### config.mk
export PLATFORM = sky130hd
export DESIGN_NAME = plot_arbiter
export DESIGN_NICKNAME = d
export VERILOG_FILES = /design/src/rtl/draw_pkg.sv /design/src/rtl/rr_pick.sv /design/src/rtl/plot_arbiter.sv
export SDC_FILE = /design/constraint.sdc
export NUM_CORES = 1
export LEC_CHECK = 0
export CORE_MARGIN = 2
export CORE_UTILIZATION = 46
export DETAILED_ROUTE_END_ITERATION = 12
export HOLD_SLACK_MARGIN = 0.06
export PLACE_DENSITY_LB_ADDON = 0.12
export SKIP_CTS_REPAIR_TIMING = 1
export SLEW_MARGIN = 20
export SYNTH_ARGS = -nofsm -noshare
export SYNTH_HDL_FRONTEND = slang
export SYNTH_SLANG_ARGS = --single-unit
### constraint.sdc
create_clock -name clk -period 4 [get_ports clk]
set_clock_uncertainty 0.15 [all_clocks]
set_input_delay 0.6 -clock clk [delete_from_list [all_inputs] [get_ports clk]]
set_output_delay 0.6 -clock clk [all_outputs]
set_load 0.1 [all_outputs]
### src/rtl/draw_pkg.sv
`default_nettype none
// ============================================================================
// Module : draw_pkg
// Brief  : Shared drawing constants, colours and arbiter state encoding.
// Rev    : 1.0  initial release
// ============================================================================
package draw_pkg;

    localparam int X_W      = 8;
    localparam int Y_W      = 7;
    localparam int C_W      = 3;
    localparam int SCREEN_W = 160;
    localparam int SCREEN_H = 120;

    localparam logic [C_W-1:0] BLACK = 3'b000;
    localparam logic [C_W-1:0] WHITE = 3'b111;

    typedef enum logic {
        ARB    = 1'b0,
        LOCKED = 1'b1
    } arb_state_t;

endpackage : draw_pkg
`default_nettype wire

### src/rtl/rr_pick.sv
`default_nettype none
// ============================================================================
// Module : rr_pick
// Brief  : Combinational round-robin selector; first set request from i_ptr.
// Rev    : 1.0  initial release
// ============================================================================
module rr_pick #(
    parameter int N = 3
) (
    input  logic [N-1:0]         i_req,
    input  logic [$clog2(N)-1:0] i_ptr,
    output logic [N-1:0]         o_gnt,
    output logic [$clog2(N)-1:0] o_idx
);

    localparam int IW = $clog2(N);

    logic w_found;

    always_comb begin
        o_gnt   = '0;
        o_idx   = '0;
        w_found = 1'b0;
        for (int k = 0; k < N; k++) begin
            int w_i;
            w_i = (int'(i_ptr) + k) % N;
            if (!w_found && i_req[w_i]) begin
                w_found    = 1'b1;
                o_gnt[w_i] = 1'b1;
                o_idx      = IW'(w_i);
            end
        end
    end

endmodule : rr_pick
`default_nettype wire

### src/rtl/plot_arbiter.sv
`default_nettype none
// ============================================================================
// Module : plot_arbiter
// Brief  : Round-robin framebuffer write-port arbiter with locked bursts.
//          Optional screen clipping when PLOT_ARB_CLIP_EN is defined.
// Rev    : 1.0  initial release
// ============================================================================
module plot_arbiter #(
    parameter int NUM_REQ   = 3,
    parameter int X_W       = draw_pkg::X_W,
    parameter int Y_W       = draw_pkg::Y_W,
    parameter int C_W       = draw_pkg::C_W,
    parameter int MAX_BURST = 16,
    parameter int X_MAX     = draw_pkg::SCREEN_W,
    parameter int Y_MAX     = draw_pkg::SCREEN_H
) (
    input  logic                       clk,
    input  logic                       reset,
    input  logic [NUM_REQ-1:0]         req,
    input  logic [NUM_REQ-1:0]         lock,
    input  logic [NUM_REQ*X_W-1:0]     req_x,
    input  logic [NUM_REQ*Y_W-1:0]     req_y,
    input  logic [NUM_REQ*C_W-1:0]     req_color,
    output logic [NUM_REQ-1:0]         gnt,
    output logic [X_W-1:0]             x,
    output logic [Y_W-1:0]             y,
    output logic [C_W-1:0]             color_draw,
    output logic                       plot,
    output logic                       locked,
    output logic [$clog2(NUM_REQ)-1:0] owner
);

    import draw_pkg::*;

    localparam int PW = $clog2(NUM_REQ);
    localparam int BW = $clog2(MAX_BURST + 1);
    localparam logic [X_W:0] c_X_LIM = (X_W+1)'(X_MAX);
    localparam logic [Y_W:0] c_Y_LIM = (Y_W+1)'(Y_MAX);

    arb_state_t        r_state;
    logic [PW-1:0]     r_ptr;
    logic [PW-1:0]     r_owner;
    logic [BW-1:0]     r_burst;
    logic [X_W-1:0]    r_x;
    logic [Y_W-1:0]    r_y;
    logic [C_W-1:0]    r_color;
    logic              r_plot;

    logic [NUM_REQ-1:0] w_rr_gnt;
    logic [PW-1:0]      w_rr_idx;
    logic [NUM_REQ-1:0] w_gnt;
    logic [PW-1:0]      w_sel;
    logic [PW-1:0]      w_ptr_next;
    logic [X_W-1:0]     w_sel_x;
    logic [Y_W-1:0]     w_sel_y;
    logic [C_W-1:0]     w_sel_c;
    logic               w_any;
    logic               w_oob;
    logic               w_clip;
    logic               w_last;

    rr_pick #(.N(NUM_REQ)) u_pick (
        .i_req (req),
        .i_ptr (r_ptr),
        .o_gnt (w_rr_gnt),
        .o_idx (w_rr_idx)
    );

    // In LOCKED only the owner may be granted; everyone else waits.
    always_comb begin
        w_gnt = '0;
        w_sel = w_rr_idx;
        if (!reset) begin
            if (r_state == ARB) begin
                w_gnt = w_rr_gnt;
            end else begin
                w_gnt[r_owner] = req[r_owner];
                w_sel          = r_owner;
            end
        end
    end

    assign w_any      = |w_gnt;
    assign w_sel_x    = req_x[int'(w_sel)*X_W +: X_W];
    assign w_sel_y    = req_y[int'(w_sel)*Y_W +: Y_W];
    assign w_sel_c    = req_color[int'(w_sel)*C_W +: C_W];
    assign w_oob      = ({1'b0, w_sel_x} >= c_X_LIM) || ({1'b0, w_sel_y} >= c_Y_LIM);
    assign w_last     = (r_burst == BW'(MAX_BURST - 1));
    assign w_ptr_next = (w_rr_idx == PW'(NUM_REQ - 1)) ? '0 : w_rr_idx + 1'b1;

`ifdef PLOT_ARB_CLIP_EN
    assign w_clip = w_oob;
`else
    // Range check stays elaborated but never suppresses a write.
    assign w_clip = w_oob & 1'b0;
`endif

    always_ff @(posedge clk) begin
        if (reset) begin
            r_state <= ARB;
            r_ptr   <= '0;
            r_owner <= '0;
            r_burst <= '0;
            r_x     <= '0;
            r_y     <= '0;
            r_color <= '0;
            r_plot  <= 1'b0;
        end else begin
            r_plot <= w_any & ~w_clip;
            if (w_any && !w_clip) begin
                r_x     <= w_sel_x;
                r_y     <= w_sel_y;
                r_color <= w_sel_c;
            end
            case (r_state)
                ARB: begin
                    if (w_any) begin
                        r_ptr   <= w_ptr_next;
                        r_owner <= w_rr_idx;
                        if (lock[w_rr_idx]) begin
                            r_state <= LOCKED;
                            r_burst <= BW'(1);
                        end
                    end
                end
                LOCKED: begin
                    // Burst counter runs even when the owner idles.
                    r_burst <= r_burst + 1'b1;
                    if (!lock[r_owner] || w_last) begin
                        r_state <= ARB;
                        r_burst <= '0;
                    end
                end
                default: r_state <= ARB;
            endcase
        end
    end

    assign gnt        = w_gnt;
    assign x          = r_x;
    assign y          = r_y;
    assign color_draw = r_color;
    assign plot       = r_plot;
    assign locked     = (r_state == LOCKED);
    assign owner      = r_owner;

endmodule : plot_arbiter
`default_nettype wire

==> metrics, run 1 <==
run status finished clean; final hold violation count 0; clock buffer count from CTS 5; Sink Count 29; XOR/XNOR Fraction of Synth Area 0%; max_cap viols 0; Via density 5.66; simple-gate share of the synthesized area 16.7%; Period Utilization, post-route 80.1%; most common cell after layout, fill and taps aside clkdlybuf4s50_1; largest family of logic cells by synthesized area compound AO/OA/AOI/OAI gates; CTS max path bufs 2; Final Max Slew Viols 0; critical path startpoint category input port; critical path fanouts, max 7; CP max-delay cell clkdlybuf4s50_1; post-synth top area cell dfxtp_1; gr usage total 21.7%; Slew headroom 33.0%; ANT nets after route 0; area grow syn2layout 46.3%; kind of critical path input port to primary output; RR Endpoint owner[1]; CP max stage delay 0.61 ns; placed insts 350; ys async rst share 0%; most frequent cells in the layout 83 x clkdlybuf4s50_1, 29 x dfxtp_1, 28 x nor2_1; vias in the first global route 1903; initial DRC count 130; initial antenna violation count 0; #FFs+latches synth 29; synthesized net count 294; cell count after synthesis 226; Hold Crit Endpoint r_burst[4]; hold_sp r_burst[4]; nets@finish 373; GPL Wtd Cong 0.922; CP Launch Point req[1]; worst-skew pair later-pin latency 0.27 ns; Placed Area 2900 um^2; GR Overflow Total 0; Avg Cell Area, Syn 9.07 um^2; Arr. time, crit path 2.45 ns; Area contributors post-synth dfxtp_1 28%, mux2i_1 9.8%, a2bb2oi_1 7.7%; RSZ-0062 raised after global routing false; drt first pass iters 4; diodes inserted 0; Synth Area in Compound Gates 32.4%; critical path required time 3.25 ns; Die Area 5010 um^2; Post-Syn Area 2050 um^2; area of the multi-input gates 1310 um^2; Worst setup EP type primary output; crit path cell chain clkdlybuf4s50_1, mux2i_2, o21ai_2, o21ai_0, a31oi_4, buf_12; Worst R2R Path Depth 10; Die Y 70.8 um; Cell Rows 24; CTS tree built; DRC viols 0; top-area cell type share of the netlist area 28.3%; Port Buf Inserts 86; worst-margin pin slew 1.00 ns; Post-synth EDFFs 0; sequential share of the synthesized area 28.3%; first-pass GRT wire length 8.73 mm; final instance area 3000 um^2; Hold WC Path Type register to register; Synth cell types 58; RR Startpoint r_ptr[1]; Hold Slack 0.317 ns; Adder-Cell Fraction of Synth Area 3.66%; storage element area 581 um^2; final cell count without fillers 358; fmax 312 MHz; Reg clk slew, reported paths 0.06 ns; Fillers 351; share of cells above drive strength 1 9.15%; Die W 70.8 um; # setup viols final 0; setup TNS 0 ns; Hold Path Depth 1; Post-synth top flop dfxtp_1; vias 2026; DPL Wire Length 3.90 mm; mux contribution to synthesized area 11.0%; CTS root buf clkbuf_8; drt wl/cell 14.2 um; Post-Route WL 5.08 mm; R2R Setup Slk 0.91 ns; yosys warns 0; Final min period 3.20 ns; largest net degree at the start of global routing 41; IO Pins 87; Initial Util 47.4%; deepest level of the CTS H-tree 2; Core Area 4320 um^2
==> critical path, delay by kind of cell <==
| family | cells | cell delay (ns) |
|---|---|---|
| multiplexers | 1 | 0.14 |
| buffers and inverters | 2 | 0.82 |
| AO/OA/AOI/OAI | 3 | 0.88 |
==> stage by stage <==
| stage | util [%] | setup slack [ns] |
|---|---|---|
| 3_5_place_dp | 67.0 | 0.564 |
| 4_1_cts | 69.4 | 0.805 |
| 2_1_floorplan | - | 0.590 |
| 5_1_grt | 69.4 | 0.597 |
| 6_report | 69.4 | 0.797 |
| 3_3_place_gp | 67.0 | 0.631 |
==> how the worst max path moves through the flow <==
stage               depth (start not counted)  slack, ns  endpoint
global route                                9       0.60  owner[1]
detailed placement                          9       0.56  owner[1]
CTS                                         6       0.80    gnt[0]
finish                                      6       0.80    gnt[0]
global placement                            9       0.63  owner[1]
floorplan                                   9       0.59  owner[1]
==> final cells by class <==
cell class                      count  share of cell area, %
Clock buffer                        7                   3.21
Clock inverter                      1                  0.167
Inverter                            9                   1.13
Multi-Input combinational cell    172                   43.8
Sequential cell                    29                   19.4
Tap cell                           52                   2.17
Timing Repair Buffer               88                   30.2
==> logic make-up (layout without fill, tap and decap cells) <==
group	after synthesis	after routing
AOI/OAI and AO/OA	78	78
and+or+nand+nor	66	66
DFF	29	29
buffers and inverters	25	105
muxes	22	22
adders and majority gates	6	6
==> flip-flops by register name (all words and copies together), names as in the netlist <==
name	flops
r_burst	5
x	8
plot	1
locked	1
color_draw	3
r_ptr	2
owner	2
y	7
==> synthesized netlist by cell type (4+ instances only) <==
cell type   n
a211oi_1   16
a21oi_1     6
a2bb2oi_1  18
buf_6       8
clkbuf_1    5
dfxtp_1    29
ha_1        6
inv_1       8
mux2i_1    20
nand2_1     6
nor2_1     28
nor2b_1     4
o21ai_0     5
or3_1       4
==> metal layers <==
metal  vias to the layer above  wire length (um)  GRT usage [%]
met5                         -                 0              0
met4                         0                70           7.55
met3                         6               359           7.83
met2                        67              2560           36.7
met1                       938              2080           25.3
li1                       1015                 -              -
Power of run 1 is left out: the tool's default activity adds up to more than one toggle a clock period on the data nets, which glitch-free logic cannot reach.
==> run 2, diff against run 1 <==
--- a/config.mk
+++ b/config.mk
@@ -6,7 +6,7 @@
 export NUM_CORES = 1
 export LEC_CHECK = 0
 export CORE_MARGIN = 2
-export CORE_UTILIZATION = 46
+export CORE_UTILIZATION = 39
 export DETAILED_ROUTE_END_ITERATION = 12
 export HOLD_SLACK_MARGIN = 0.06
 export PLACE_DENSITY_LB_ADDON = 0.12
==> constraint.sdc (replaced) <==
create_clock -name clk -period 2.7 [get_ports clk]
set_clock_uncertainty 0.15 [all_clocks]
set_input_delay 0.405 -clock clk [delete_from_list [all_inputs] [get_ports clk]]
set_output_delay 0.405 -clock clk [all_outputs]
set_load 0.1 [all_outputs]
==> metrics, run 2 (synthesized netlist as in run 1, its figures left out) <==
CTS root buf clkbuf_8 (unchanged); Arr. time, crit path 2.19 ns (was 2.45 ns); Final min period 2.75 ns; Hold Crit Endpoint r_burst[4] (unchanged); diodes inserted 0 (unchanged); Bufs and invs on worst path 4 (was 2); Die W 76.5 um (was 70.8 um); vias in the first global route 1934 (was 1903); Port Buf Inserts 86 (unchanged); CP max stage delay 0.37 ns (was 0.61 ns); most frequent cells in the layout 58 x clkdlybuf4s50_1, 43 x buf_4, 26 x nor2_1 (was 83 x clkdlybuf4s50_1, 29 x dfxtp_1, 28 x nor2_1); Worst setup EP type primary output (unchanged); ANT nets after route 0 (unchanged); R2R Setup Slk 0.11 ns (was 0.91 ns); drt wl/cell 13.5 um (was 14.2 um); GPL Wtd Cong 0.838 (was 0.922); Die Y 76.5 um (was 70.8 um); largest net degree at the start of global routing 22 (was 41); gr usage total 19.2% (was 21.7%); deepest level of the CTS H-tree 2 (unchanged); initial DRC count 103 (was 130); critical path fanouts, max 6 (was 7); fin worst setup slack -0.0473 ns (was 0.797 ns); Die Area 5850 um^2 (was 5010 um^2); critical path required time 2.14 ns (was 3.25 ns); Hold Path Depth 1 (unchanged); critical path startpoint category register (was input port); failing checks setup timing; DRC viols 0 (unchanged); Final Max Slew Viols 0 (unchanged); Sink Count 29 (unchanged); initial antenna violation count 0 (unchanged); Period Utilization, post-route 102%; Worst R2R Path Depth 9 (was 10); crit path cell chain inv_4, ha_4, mux2i_4, o21ai_2, buf_4, a31o_1, a31oi_4, buf_6, buf_12 (was clkdlybuf4s50_1, mux2i_2, o21ai_2, o21ai_0, a31oi_4, buf_12); hold_sp r_burst[4] (unchanged); Cell Rows 26 (was 24); RR Startpoint r_ptr[1] (unchanged); Slew headroom 71.1% (was 33.0%); most common cell after layout, fill and taps aside clkdlybuf4s50_1 (unchanged); RR Endpoint owner[0] (was owner[1]); GR Overflow Total 0 (unchanged); CTS tree built (unchanged); CP max-delay cell dfxtp_4 (was clkdlybuf4s50_1); share of cells above drive strength 1 28.0% (was 9.15%); area grow syn2layout 62.3% (was 46.3%); max_cap viols 0 (unchanged); Reg clk slew, reported paths 0.06 ns (about the same); IO Pins 87 (unchanged); worst-skew pair later-pin latency 0.28 ns (was 0.27 ns); nets@finish 399 (was 373); Hold WC Path Type register to register (unchanged); crit-path leading delay family compound AO/OA/AOI/OAI gates (unchanged); # setup viols final 1 (was 0); Core Area 5070 um^2 (was 4320 um^2); Via density 5.15 (was 5.66); run status complete, but fails checks (was finished clean); worst-margin pin slew 0.431 ns (was 1.00 ns); drt first pass iters 6 (was 4); final hold violation count 0 (unchanged); setup TNS -0.0473 ns (was 0 ns); RSZ-0062 raised after global routing true (was false); vias 2071 (was 2026); fmax 364 MHz; Post-Route WL 5.44 mm (was 5.08 mm); DPL Wire Length 4.23 mm (was 3.90 mm); kind of critical path register to primary output (was input port to primary output); clock buffer count from CTS 5 (unchanged); Largest register FFs 8 (unchanged); CTS max path bufs 2 (unchanged); post-layout util 65.5% (was 69.4%); first-pass GRT wire length 9.04 mm (was 8.73 mm); Initial Util 40.4% (was 47.4%)
[run 2: cell count changes in the layout (fill, tap and decap cells not counted), sizes merged]
cell	delta
clkdlybuf4s50	-25
buf	+47
dlymetal6s2s	+4
[run 2: per-stage QoR]
step / hold WS [ns] / instances / instance area, um^2 / setup slack (ns)
after global routing: 0.338 / 402 / 3330 / -0.105
after floorplan: 0.282 / 226 / 2100 / -0.159
after CTS: 0.317 / 398 / 3210 / -0.285
after detailed placement: 0.302 / 390 / 3110 / -0.176
after global placement: 0.295 / 390 / 3110 / -0.181
final: 0.312 / 402 / 3330 / -0.0473
[run 2: worst max-delay path by stage]
stage	startpoint	end	cells after the start	slack, ns
floorplan	r_ptr[1]	owner[1]	12	-0.16
global placement	req[0]	r_burst[2]	8	-0.18
detailed placement	req[0]	r_burst[2]	8	-0.18
CTS	r_ptr[0]	gnt[0]	8	-0.29
global route	r_ptr[1]	gnt[0]	8	-0.11
finish	r_ptr[1]	gnt[0]	9	-0.05
[run 2: worst reg2reg max path: cells and delay by family, from the launching register on]
| family | cells | cell delay [ns] |
|---|---|---|
| compound gates | 4 | 0.79 |
| fa+ha+maj | 1 | 0.18 |
| buf+inv | 2 | 0.20 |
| flops | 1 | 0.37 |
| mux | 1 | 0.28 |
| simple gates | 1 | 0.53 |
[run 2: metal layers]
metal / share of wire [%] / wire length [um] / global-route usage, % / up-vias
li1: - / - / - / 1065
met1: 43 / 2350 / 24.1 / 934
met2: 48 / 2630 / 31.1 / 65
met3: 7.3 / 395 / 6.52 / 7
met4: 1.1 / 61 / 5.45 / 0
met5: 0 / 0 / 0 / -
[run 2: cell type report]
cell class / instances / area (um^2)
Fill cell: 439 / 1750
Multi-Input combinational cell: 172 / 1400
Timing Repair Buffer: 114 / 1110
Sequential cell: 29 / 592
Clock buffer: 7 / 96.3
Tap cell: 70 / 87.6
Inverter: 9 / 36.3
Clock inverter: 1 / 5.00
Power of run 2 is left out for the same reason.
